--- config.mk ---
export PLATFORM = sky130hd
export DESIGN_NAME = regfile_wb_buffer
export DESIGN_NICKNAME = d
export VERILOG_FILES = /design/src/rtl/wb_pkg.sv /design/src/rtl/wb_fifo2w.sv /design/src/rtl/regfile_wb_buffer.sv
export SDC_FILE = /design/constraint.sdc
export NUM_CORES = 1
export LEC_CHECK = 0
export BUFFER_PORTS_ARGS = -buffer_cell sky130_fd_sc_hd__buf_2
export CORE_AREA = 5 5 146 148
export DETAILED_ROUTE_END_ITERATION = 10
export DIE_AREA = 0 0 151 153
export PLACE_DENSITY = 0.71
export SETUP_SLACK_MARGIN = 0.05
export SYNTH_ARGS = -nofsm -noshare
export SYNTH_HDL_FRONTEND = slang
export SYNTH_SLANG_ARGS = --single-unit
--- constraint.sdc ---
create_clock -name clk -period 4.6 [get_ports clk]
set_input_delay 0.69 -clock clk [delete_from_list [all_inputs] [get_ports clk]]
set_output_delay 0.69 -clock clk [all_outputs]
set_load 0.01 [all_outputs]
--- src/rtl/wb_pkg.sv ---
// ---------------------------------------------------------------------------
// wb_pkg
// Shared types and helpers for the register-file write-back buffer.
//   DBITS_DEF / ABITS_DEF : default data and register-index widths
//   wb_entry_t            : one queued write (destination index + data)
//   cnt_width()           : width of an occupancy counter that must be able
//                           to hold the value DEPTH itself
// ---------------------------------------------------------------------------
package wb_pkg;

   localparam int DBITS_DEF = 32;
   localparam int ABITS_DEF = 4;

   typedef struct packed {
      logic [ABITS_DEF-1:0] ind;
      logic [DBITS_DEF-1:0] data;
   } wb_entry_t;

   // A full queue holds DEPTH entries, so the counter needs one bit more
   // than the pointers.
   function automatic int cnt_width(input int depth);
      return $clog2(depth) + 1;
   endfunction

endpackage

--- src/rtl/wb_fifo2w.sv ---
// ---------------------------------------------------------------------------
// wb_fifo2w
// Circular FIFO of wb_entry_t with two write ports and one read port.
// Ports:
//   clk, reset_n     : clock, asynchronous active-low reset
//   wr0_en / wr0     : first (older) write this cycle
//   wr1_en / wr1     : second (younger) write; only asserted with wr0_en
//   pop              : drop the head entry at this edge
//   count            : number of valid entries
//   entries[DEPTH]   : entries in age order, entries[0] is the head;
//                      only the first `count` are meaningful
// ---------------------------------------------------------------------------
module wb_fifo2w
   import wb_pkg::*;
#(
   parameter int DEPTH = 4,
   parameter int CW    = cnt_width(DEPTH)
) (
   input  logic          clk,
   input  logic          reset_n,
   input  logic          wr0_en,
   input  wb_entry_t     wr0,
   input  logic          wr1_en,
   input  wb_entry_t     wr1,
   input  logic          pop,
   output logic [CW-1:0] count,
   output wb_entry_t     entries [DEPTH]
);

   localparam int PW = $clog2(DEPTH);

   wb_entry_t     mem [DEPTH];
   logic [PW-1:0] head;
   logic [PW-1:0] tail;

   // Pointer and occupancy bookkeeping. DEPTH is a power of two, so the
   // pointers wrap by plain overflow.
   always_ff @(posedge clk or negedge reset_n) begin
      if (!reset_n) begin
         head  <= '0;
         tail  <= '0;
         count <= '0;
      end else begin
         head  <= head + PW'(pop);
         tail  <= tail + PW'(wr0_en) + PW'(wr1_en);
         count <= count + CW'(wr0_en) + CW'(wr1_en) - CW'(pop);
      end
   end

   // Storage is not reset; entries outside `count` are never looked at.
   always_ff @(posedge clk) begin
      if (wr0_en) mem[tail] <= wr0;
      if (wr1_en) mem[tail + PW'(1)] <= wr1;
   end

   // Present the contents rotated so index 0 is always the oldest entry.
   always_comb begin
      for (int i = 0; i < DEPTH; i++) begin
         entries[i] = mem[head + PW'(i)];
      end
   end

endmodule

--- src/rtl/regfile_wb_buffer.sv ---
// ---------------------------------------------------------------------------
// regfile_wb_buffer
// Write-back buffer in front of the register file's single write port.
// Queues ALU and load results in program order (ALU older), drains one per
// cycle, and flags/bypasses queued values on the two read ports.
// Optional feature macro: WB_BYPASS_EN (read bypass of queued data).
// Ports:
//   clk, reset_n                  : clock, asynchronous active-low reset
//   aluValid/aluInd/aluData       : ALU result
//   memValid/memInd/memData       : load result
//   ready                         : room for two entries this cycle
//   overflow                      : sticky, a result arrived while !ready
//   wrtEn/wrtInd/wrtData          : register file write port
//   rdInd0/rdInd1, rfOut0/rfOut1  : read indices and register file data
//   rdData0/rdData1               : read data to the datapath
//   hz0/hz1                       : a queued entry targets rdInd0/rdInd1
// ---------------------------------------------------------------------------
module regfile_wb_buffer
   import wb_pkg::*;
#(
   parameter int DBITS = DBITS_DEF,
   parameter int ABITS = ABITS_DEF,
   parameter int DEPTH = 4
) (
   input  logic             clk,
   input  logic             reset_n,
   input  logic             aluValid,
   input  logic [ABITS-1:0] aluInd,
   input  logic [DBITS-1:0] aluData,
   input  logic             memValid,
   input  logic [ABITS-1:0] memInd,
   input  logic [DBITS-1:0] memData,
   output logic             ready,
   output logic             overflow,
   output logic             wrtEn,
   output logic [ABITS-1:0] wrtInd,
   output logic [DBITS-1:0] wrtData,
   input  logic [ABITS-1:0] rdInd0,
   input  logic [ABITS-1:0] rdInd1,
   input  logic [DBITS-1:0] rfOut0,
   input  logic [DBITS-1:0] rfOut1,
   output logic [DBITS-1:0] rdData0,
   output logic [DBITS-1:0] rdData1,
   output logic             hz0,
   output logic             hz1
);

   localparam int CW = cnt_width(DEPTH);

   logic [CW-1:0] count;
   wb_entry_t     entries [DEPTH];
   wb_entry_t     alu_entry;
   wb_entry_t     mem_entry;
   logic          wr0_en;
   logic          wr1_en;
   wb_entry_t     wr0;

   assign alu_entry = '{ind: aluInd, data: aluData};
   assign mem_entry = '{ind: memInd, data: memData};

   assign ready = (count <= CW'(DEPTH - 2));

   // Port 0 takes the older result: ALU if present, otherwise the load.
   // Port 1 is only needed when both producers complete together.
   assign wr0_en = ready & (aluValid | memValid);
   assign wr1_en = ready & aluValid & memValid;
   assign wr0    = aluValid ? alu_entry : mem_entry;

   assign wrtEn   = (count != '0);
   assign wrtInd  = entries[0].ind;
   assign wrtData = entries[0].data;

   wb_fifo2w #(.DEPTH(DEPTH), .CW(CW)) u_fifo (
      .clk     (clk),
      .reset_n (reset_n),
      .wr0_en  (wr0_en),
      .wr0     (wr0),
      .wr1_en  (wr1_en),
      .wr1     (mem_entry),
      .pop     (wrtEn),
      .count   (count),
      .entries (entries)
   );

   // Sticky overflow: any result offered while not ready is lost.
   always_ff @(posedge clk or negedge reset_n) begin
      if (!reset_n) begin
         overflow <= 1'b0;
      end else if ((aluValid | memValid) && !ready) begin
         overflow <= 1'b1;
      end
   end

   // Hazard detect over every occupied slot, head included.
   always_comb begin
      hz0 = 1'b0;
      hz1 = 1'b0;
      for (int i = 0; i < DEPTH; i++) begin
         if (i < int'(count)) begin
            if (entries[i].ind == rdInd0) hz0 = 1'b1;
            if (entries[i].ind == rdInd1) hz1 = 1'b1;
         end
      end
   end

`ifdef WB_BYPASS_EN
   // Walk oldest to youngest so the youngest match overrides older ones.
   always_comb begin
      rdData0 = rfOut0;
      rdData1 = rfOut1;
      for (int i = 0; i < DEPTH; i++) begin
         if (i < int'(count)) begin
            if (entries[i].ind == rdInd0) rdData0 = entries[i].data;
            if (entries[i].ind == rdInd1) rdData1 = entries[i].data;
         end
      end
   end
`else
   assign rdData0 = rfOut0;
   assign rdData1 = rfOut1;
`endif

endmodule

# After elaboration in Yosys (flattened, before gate mapping)
# Memory sizes are Yosys's and may differ from the RTL's.
# Cells that the tools add are included.
[totals] ff_bits=8 ramBits=144 mem_count=1
[classes] add_sub_neg=10 n_lt_le_gt_ge=5 n_eq_ne=8 n_mux=21 bitwise_logic=4 reduce_logical=3
[mem_list] memory="u_fifo.mem" depth=4 width=36 rd=4 rd_ports_with_merged_regs=0 wr=2 line="wb_fifo2w.sv:32" text="wb_entry_t mem [DEPTH];"
[op_table] operator="two-way mux 36 bit" n=1
[op_table] operator="== test 4 bit" n=8
[op_table] operator="two-way mux 1 bit" n=20
[op_table] operator="adder 2 x 1 -> 2 bit" n=3
[op_table] operator="adder 3 x 1 -> 3 bit" n=2
[op_table] operator="< comparator 1 x 3 -> 1 bit (first input constant)" n=2
[op_table] operator="< comparator 2 x 3 -> 1 bit (first input constant)" n=2
[op_table] operator="adder 2 x 1 -> 2 bit (second input constant)" n=2
[op_table] operator="adder 2 bit (second input constant)" n=2
[op_table] operator="AND 1 bit" n=3
[op_table] operator="less-or-equal comparator 3 x 2 -> 1 bit (second input constant)" n=1
[op_table] operator="nonzero test 3 bit" n=1
[op_table] operator="subtractor 3 x 1 -> 3 bit" n=1
[op_table] operator="logical AND 1 bit" n=1
[op_table] operator="zero test 1 bit" n=1
[op_table] operator="OR 1 bit" n=1

# Longest topological paths before layout
# Gate-level depths: netlist of run 1.
# An unclocked memory read counts as a cell.
[logic_depth] ltp_word=10 mapped_depth=9 depth_no_buf=9

# By module
# From an unflattened synthesis of run 1, not the netlist that was laid out.
[hier_totals] cells_unflattened=674 area_unflattened_um2=11434.7
[by_module_without_submodules] mod="wb_fifo2w" n_inst=1 cells_each=511 area_each_um2=10008.3
[by_module_without_submodules] mod="regfile_wb_buffer" n_inst=1 cells_each=163 area_each_um2=1426.4

# Least setup slack after synthesis of run 1
# No wires, ideal clock.
[synth_path] path_kind="input to register" startpoint="in aluValid" endpoint="mem u_fifo.mem[0][0] (netlist bit) (enable)" t_arrival_ps=3684 path_slack_ps=432 stages=3 n_path_buf=1 path_cell_list="buf_4 -> o22ai_1 -> o31ai_1"
[synth_lines] item="start: declaration" line="regfile_wb_buffer.sv:27" text="input logic aluValid,"
[synth_lines] item="end: declaration" line="wb_fifo2w.sv:32"

# Worst setup path after layout of run 1
[layout_path] startpoint="reg u_fifo.head[1]" endpoint="out hz0"
[layout_via] elab_chain_cells=10 elab_cells_between_ends=16 cone_classes="3 x add/sub; 4 x eq/ne; 8 x mux; 1 x memory"
[layout_rtl] item="start: declaration" line="wb_fifo2w.sv:33" text="logic [PW-1:0] head;"
[layout_rtl] item="start signal: assignment" line="wb_fifo2w.sv:44" text="head <= head + PW'(pop);"
[layout_rtl] item="memory read (4 x 36 bit) (*)"
[layout_rtl] item="== test 4 bit" line="regfile_wb_buffer.sv:100" text="if (entries[i].ind == rdInd0) hz0 = 1'b1;"
[layout_rtl] item="two-way mux 1 bit" line="regfile_wb_buffer.sv:100"
[layout_rtl] item="two-way mux 1 bit" line="regfile_wb_buffer.sv:99" text="if (i < int'(count)) begin"
[layout_rtl] item="two-way mux 1 bit" line="regfile_wb_buffer.sv:100"
[layout_rtl] item="two-way mux 1 bit" line="regfile_wb_buffer.sv:99"
[layout_rtl] item="two-way mux 1 bit" line="regfile_wb_buffer.sv:100"
[layout_rtl] item="two-way mux 1 bit" line="regfile_wb_buffer.sv:99"
[layout_rtl] item="two-way mux 1 bit" line="regfile_wb_buffer.sv:100"
[layout_rtl] item="two-way mux 1 bit (*)" line="regfile_wb_buffer.sv:99"
[layout_rtl] item="end: declaration" line="regfile_wb_buffer.sv:44" text="output logic hz0,"
# Every way passes the cells marked *; elsewhere a longest branch is shown, timed or not.

==> results.toml, run 1 <==
[sta]
finClkSkew_ps = 5.80
worst_slew_pin_slew_ps = 1120
maxSlewHeadroom_pct = 25.4
finalHoldViolations = 0
tns_ps = 0
setup_violations = 0
maxSlewViolCount = 0
fmax_mhz = 284
period_minus_slack_ps = 3520
fin_crit_sh_pct = 76.5
fin_ws_ps = 1080
rsz0062_at_grt = "false"

[clock_tree]
clkLatencyLatePin_ps = 410
clock-root-buffer = "clkbuf_16"
clockBufferDepth = 2
cts_tree = "done"
cts_made_buffers = 17
cts_num_sinks = 152
cts_hold_buf = 0
path_clk_slew_ps = 60
cts_setup_buffers = 0
cts_max_level = 4
cts_resized = 0

[yosys]
synth_fa_ha_area_share_pct = 1.27
synth_xor_area_share_pct = 3.52
yosys.area_share.simple_pct = 1.80
synth_area_sq_um = 8700
synth-seq-cells = 152
synth_nets = 686
muxShareOfSynthArea_pct = 31.6
synthDistinctLibCells = 39
syn_area_per_cell_sq_um = 16.4
synth_warnings = 0
ys_seq_area_share_pct = 52.0
ys.flop_type = "edfxtp_1"
synth-async-reset-ratio_pct = 5.26
synth_compound_area_share_pct = 1.38
synth_cells = 531
synth_edf_count = 144
synth_top_family_by_area = "multiplexers"

[global_route]
grt_use_met3_pct = 5.89
grt_max_degree = 37
grt_use_met2_pct = 29.8
grtUsageTotal_pct = 17.5
grt_pass1_wl_mm = 30.2
busiest_layer = "met2"
grt_use_met1_pct = 20.3
grt_pass1_vias = 5278
antenna_found_initial = 6
grt-ovfl-total = 0

[finish]
fin_nets = 744
nFillCells = 1739
drive_gt1_share_pct = 57.7
area.growth.synth_to_final_pct = 10.5

[die]
initial_core_util_pct = 43.7
rows = 52
die_w_microns = 151
die_h_microns = 153
io_pins = 253
dieArea_sq_um = 23100
coreArea_sq_um = 19900

[route]
ant_nets = 0
wl_per_cell_microns = 23.0
totalWireLength_mm = 20.1
drc = 0
initialDrtViolationCount = 196
vias_per_cell = 5.50
via_count = 4798
dr.pass1.iters = 4

[setup_path]
arrival_ps = 2830
required_ps = 3910
end_kind = "output pin"
critPathKind = "reg -> out"
path_max_fanout = 29
critPathLaunchType = "flip-flop"

[outcome]
status = "finished clean"

[worst_hold_path]
hold_path.class = "in -> async"

[power]
powerDensity_nw_per_um2 = 611
ir_worst_vdd_uv = 263
leakagePower_nw = 3.44

[placed_design]
gp_congestion = 0.793
io_buffers = 124
dp_hpwl_mm = 13.0
preCtsSetupSlack_ps = 1460

[flow_run]
drv_cap = 0
==> sequential cells by signal, indices dropped and copies added, names as in the netlist <==
register	count
overflow	1
u_fifo.mem	144
u_fifo.tail	2
u_fifo.head	2
u_fifo.count	3
==> where the power goes <==
group	internal, mW	switching (mW)	leakage [nW]
clock	0.839	0.521	0.275
combinational	1.07	1.23	1.76
sequential	2.01	0.202	1.41
==> routing by layer <==
metal / up-vias / routed length, microns
met5: - / 59
met4: 10 / 680
met3: 78 / 1520
met2: 171 / 10100
met1: 2420 / 7710
li1: 2119 / -
==> cell type report <==
cell class              count  area [sq um]  share of cell area, %
diodes                      2          5.00                 0.0521
clock inverters            11           133                   1.38
clock buffers              19           433                   4.50
inverters                  10          37.5                  0.391
multi-input cells         277          3460                   36.0
flip-flops and latches    152          4530                   47.1
well taps                 270           338                   3.52
repair buffers            131           673                   7.00
==> worst paths after layout <==
kind                       slack [ps]           endpoint            start  cells after the start
setup reg to reg                 1590  u_fifo.mem[1][16]  u_fifo.count[2]                      7
min in group clk                  470           overflow         overflow                      1
max in group asynchronous        4280     u_fifo.head[0]          reset_n                      1
hold reg to reg                   470           overflow         overflow                      1
hold / removal                    120           overflow          reset_n                      1
setup / recovery                 1080                hz0   u_fifo.head[1]                      7
==> Yosys cell counts (2+ instances only) <==
library cell | number | area, sq um
clkbuf_1 | 3 | 11.3
fa_1 | 3 | 60.1
mux4_2 | 38 | 856
nand3_1 | 7 | 35.0
buf_4 | 66 | 495
dfrtp_1 | 8 | 200
buf_6 | 11 | 124
xor2_1 | 20 | 175
nand4_1 | 4 | 25.0
inv_1 | 10 | 37.5
mux2i_1 | 3 | 30.0
nor3_1 | 4 | 20.0
mux2_2 | 137 | 1540
or3_1 | 2 | 12.5
nor2_1 | 3 | 11.3
o31ai_4 | 2 | 42.5
mux2_1 | 10 | 113
ha_1 | 4 | 50.1
edfxtp_1 | 144 | 4320
buf_2 | 11 | 55.1
xnor2_1 | 15 | 131
mux4_1 | 8 | 210
and2_1 | 2 | 12.5
==> worst max-delay path: stages (launching register included) <==
cell     delay, ps
dfrtp_2        690
buf_4          520
mux2_2         390
mux2i_1        290
xor2_1         190
nand3_1         90
nand4_1         80
buf_2          130
==> cell families after synthesis <==
kind of cell | count (synthesis)
muxes | 196
AOI/OAI and AO/OA | 11
DFF | 152
adders and majority gates | 7
xor gates and xnor gates | 35
and+or+nand+nor | 28
buffers and inverters | 102
==> placed cells by master (no fill, tap or decap), types with 3 or more instances in the layout <==
cell / instances
and2_2: 3
buf_2: 124
buf_4: 7
bufinv_16: 3
clkbuf_16: 17
clkinv_1: 3
clkinv_2: 3
dfrtp_1: 6
edfxtp_1: 144
fa_1: 3
ha_1: 4
inv_1: 10
mux2_1: 10
mux2_2: 137
mux2i_1: 3
mux4_1: 8
mux4_2: 38
nand3_1: 7
nand4_1: 4
nor2_1: 3
nor3_1: 4
o31ai_4: 3
xnor2_1: 15
xor2_1: 20
==> through the flow <==
step / hold WS (ps) / total power [mW] / utilization, % / cell area [sq um] / cells
2_1_floorplan: 394 / 3.88 / - / 8700 / 531
3_3_place_gp: 469 / 4.54 / 45.4 / 9040 / 840
3_5_place_dp: 463 / 4.60 / 45.4 / 9040 / 840
4_1_cts: 112 / 5.97 / 48.2 / 9610 / 870
5_1_grt: 118 / 6.20 / 48.3 / 9610 / 871
6_report: 120 / 5.87 / 48.3 / 9610 / 872
Note: power is estimated with default switching activity, not from simulation.
==> run 2, diff against run 1 <==
--- a/config.mk
+++ b/config.mk
@@ -9,7 +9,7 @@
 export CORE_AREA = 5 5 146 148
 export DETAILED_ROUTE_END_ITERATION = 10
 export DIE_AREA = 0 0 151 153
-export PLACE_DENSITY = 0.71
+export PLACE_DENSITY = 0.73
 export SETUP_SLACK_MARGIN = 0.05
 export SYNTH_ARGS = -nofsm -noshare
 export SYNTH_HDL_FRONTEND = slang
==> constraint.sdc (replaced) <==
create_clock -name clk -period 3 [get_ports clk]
set_input_delay 0.45 -clock clk [delete_from_list [all_inputs] [get_ports clk]]
set_output_delay 0.45 -clock clk [all_outputs]
set_load 0.01 [all_outputs]
==> run 2 against run 1 <==
- die area stayed put
- sequential cell count stayed put
- design area is 2.8% higher
- count of clock-buffer cells in the layout stayed put
- final cell count is 2.4% higher
- via count is 2.7% higher
- sequential share of layout area is 1.3 points lower
- register-to-register slack worse by 1100 ps
- hold slack better by 210 ps
- highest routed layer unchanged
==> results.toml, run 2 (same netlist as run 1, synthesis figures left out) <==
[outcome]
status = "finished clean"

[setup_path]
path_max_fanout = 7
end_kind = "output pin"
required_ps = 2550
critPathLaunchType = "flip-flop"
critPathLaunch = "u_fifo.head[0]"
critPathKind = "reg -> out"
timing.rr.start = "u_fifo.count[2]"
arrival_ps = 2390

[worst_hold_path]
hold_start = "memValid"
hold_path.class = "in -> reg"

[sta]
maxSlewHeadroom_pct = 58.6
fin_ws_ps = 158
period_minus_slack_ps = 2840
worst_slew_pin_slew_ps = 621
finalHoldViolations = 0
maxSlewViolCount = 0
whs_ps = 325
fmax_mhz = 352
rsz0062_at_grt = "true"
finClkSkew_ps = 8.20
fin_crit_sh_pct = 94.7
tns_ps = 0
setup_violations = 0

[finish]
fin_nets = 761
final_common_cell = "edfxtp_1"
drive_gt1_share_pct = 59.3
layout.cells.non_filler = 893
top_register = "u_fifo.mem"
biggestRegsByFlops = "u_fifo.mem x144, u_fifo.count x3"
final_cell_mix = "edfxtp_1, mux2_2, buf_2"
largest_reg_flops = 144
area.growth.synth_to_final_pct = 13.6

[route]
vias_per_cell = 5.52
wl_per_cell_microns = 22.9
ant_nets = 0
totalWireLength_mm = 20.5
dr.pass1.iters = 4
initialDrtViolationCount = 235
drc = 0
via_count = 4927

[die]
coreArea_sq_um = 19900
die_w_microns = 151
initial_core_util_pct = 43.7
dieArea_sq_um = 23100
io_pins = 253
die_h_microns = 153
rows = 52

[power]
powerDensity_nw_per_um2 = 942
leakagePower_nw = 3.56
clockPowerShare_pct = 22.7
ir_worst_vdd_uv = 421
combPwrFrac_pct = 41.8
p_sw_mw = 3.16
pwr-share-seq_pct = 35.5
intPower_mw = 6.15
switching_share_pct = 33.9

[placed_design]
io_buffers = 124
gp_congestion = 0.768
preCtsSetupSlack_ps = 452
dp_hpwl_mm = 13.4
dp_cells = 847

[global_route]
grtUsageTotal_pct = 18.0
antenna_found_initial = 6
grt_pass1_wl_mm = 31.2
grt-ovfl-total = 0
grt_pass1_vias = 5406
grt_max_degree = 37

[clock_tree]
clock-root-buffer = "clkbuf_16"
cts_num_sinks = 152
path_clk_slew_ps = 60
cts_max_level = 4
cts_made_buffers = 17
clockBufferDepth = 2
cts_tree = "done"
clkLatencyLatePin_ps = 430

[flow_run]
drv_cap = 0
-- run 2: changes by cell type in the layout (fill, tap and decap cells not counted), moves of 2 or more --
cell        previous run  this run
inv_6                  0         3
buf_12                 0         9
buf_4                  7        12
clkinvlp_4             1         3
diode_2                2         4
buf_6                  0         2
clkinv_2               3         0
-- run 2: per-layer routing --
metal	vias to the layer above	track usage, %	routed length, microns
met1	2458	20.8	7300
met3	90	6.22	1940
li1	2163	-	-
met2	210	29.4	10400
met4	6	9.20	798
met5	-	0	41
-- run 2: power groups by stage --
| stage | registers, mW | clock network, mW | logic (mW) |
|---|---|---|---|
| after floorplan | 3.23 | 0 | 2.73 |
| after global placement | 3.36 | 0 | 3.72 |
| after detailed placement | 3.41 | 0 | 3.77 |
| after CTS | 3.33 | 2.15 | 3.93 |
| after global routing | 3.37 | 2.24 | 4.22 |
| final | 3.30 | 2.11 | 3.89 |
-- run 2: worst max-delay path, cell delays in order, from the launching register on --
cell	delay [ps]
dfrtp_4	470
buf_6	140
mux4_2	560
xnor2_1	170
nand3_1	90
or3_1	320
nand4_1	90
buf_2	130
-- run 2: path summary, 6_finish.rpt --
kind / end / slack, ps / cells after the start
min in group asynchronous: overflow / 410 / 2
max reg2reg: u_fifo.mem[0][14] / 480 / 7
min reg2reg: overflow / 490 / 1
min: overflow / 320 / 3
max: hz0 / 160 / 7
max in group asynchronous: u_fifo.head[0] / 2380 / 2
-- run 2: final cells by class --
| type | count | area, sq um |
|---|---|---|
| multi-input cells | 277 | 3470 |
| well taps | 270 | 338 |
| clock buffers | 19 | 433 |
| diodes | 4 | 10.0 |
| flip-flops and latches | 152 | 4530 |
| clock inverters | 13 | 145 |
| inverters | 10 | 37.5 |
| fillers | 1750 | 10000 |
| repair buffers | 148 | 923 |
-- run 2: metrics by stage --
stage / power [mW] / util [%] / instance area, sq um
5_1_grt: 9.82 / 49.6 / 9880
4_1_cts: 9.41 / 49.5 / 9850
3_5_place_dp: 7.18 / 46.2 / 9190
3_3_place_gp: 7.08 / 46.2 / 9190
2_1_floorplan: 5.96 / - / 8710
6_report: 9.31 / 49.6 / 9880
-- run 2: repair_timing --
| action | 4_1_cts | 5_1_grt |
|---|---|---|
| gates resized for setup | 1 | 5 |
| cloned | 0 | 0 |
| pin swaps | 0 | 0 |
| setup endpoints to repair | 2 | 2 |
| endpoints found under the hold margin | 8 | 0 |
| hold buffers | 1 | 0 |
| buffers inserted | 7 | 2 |
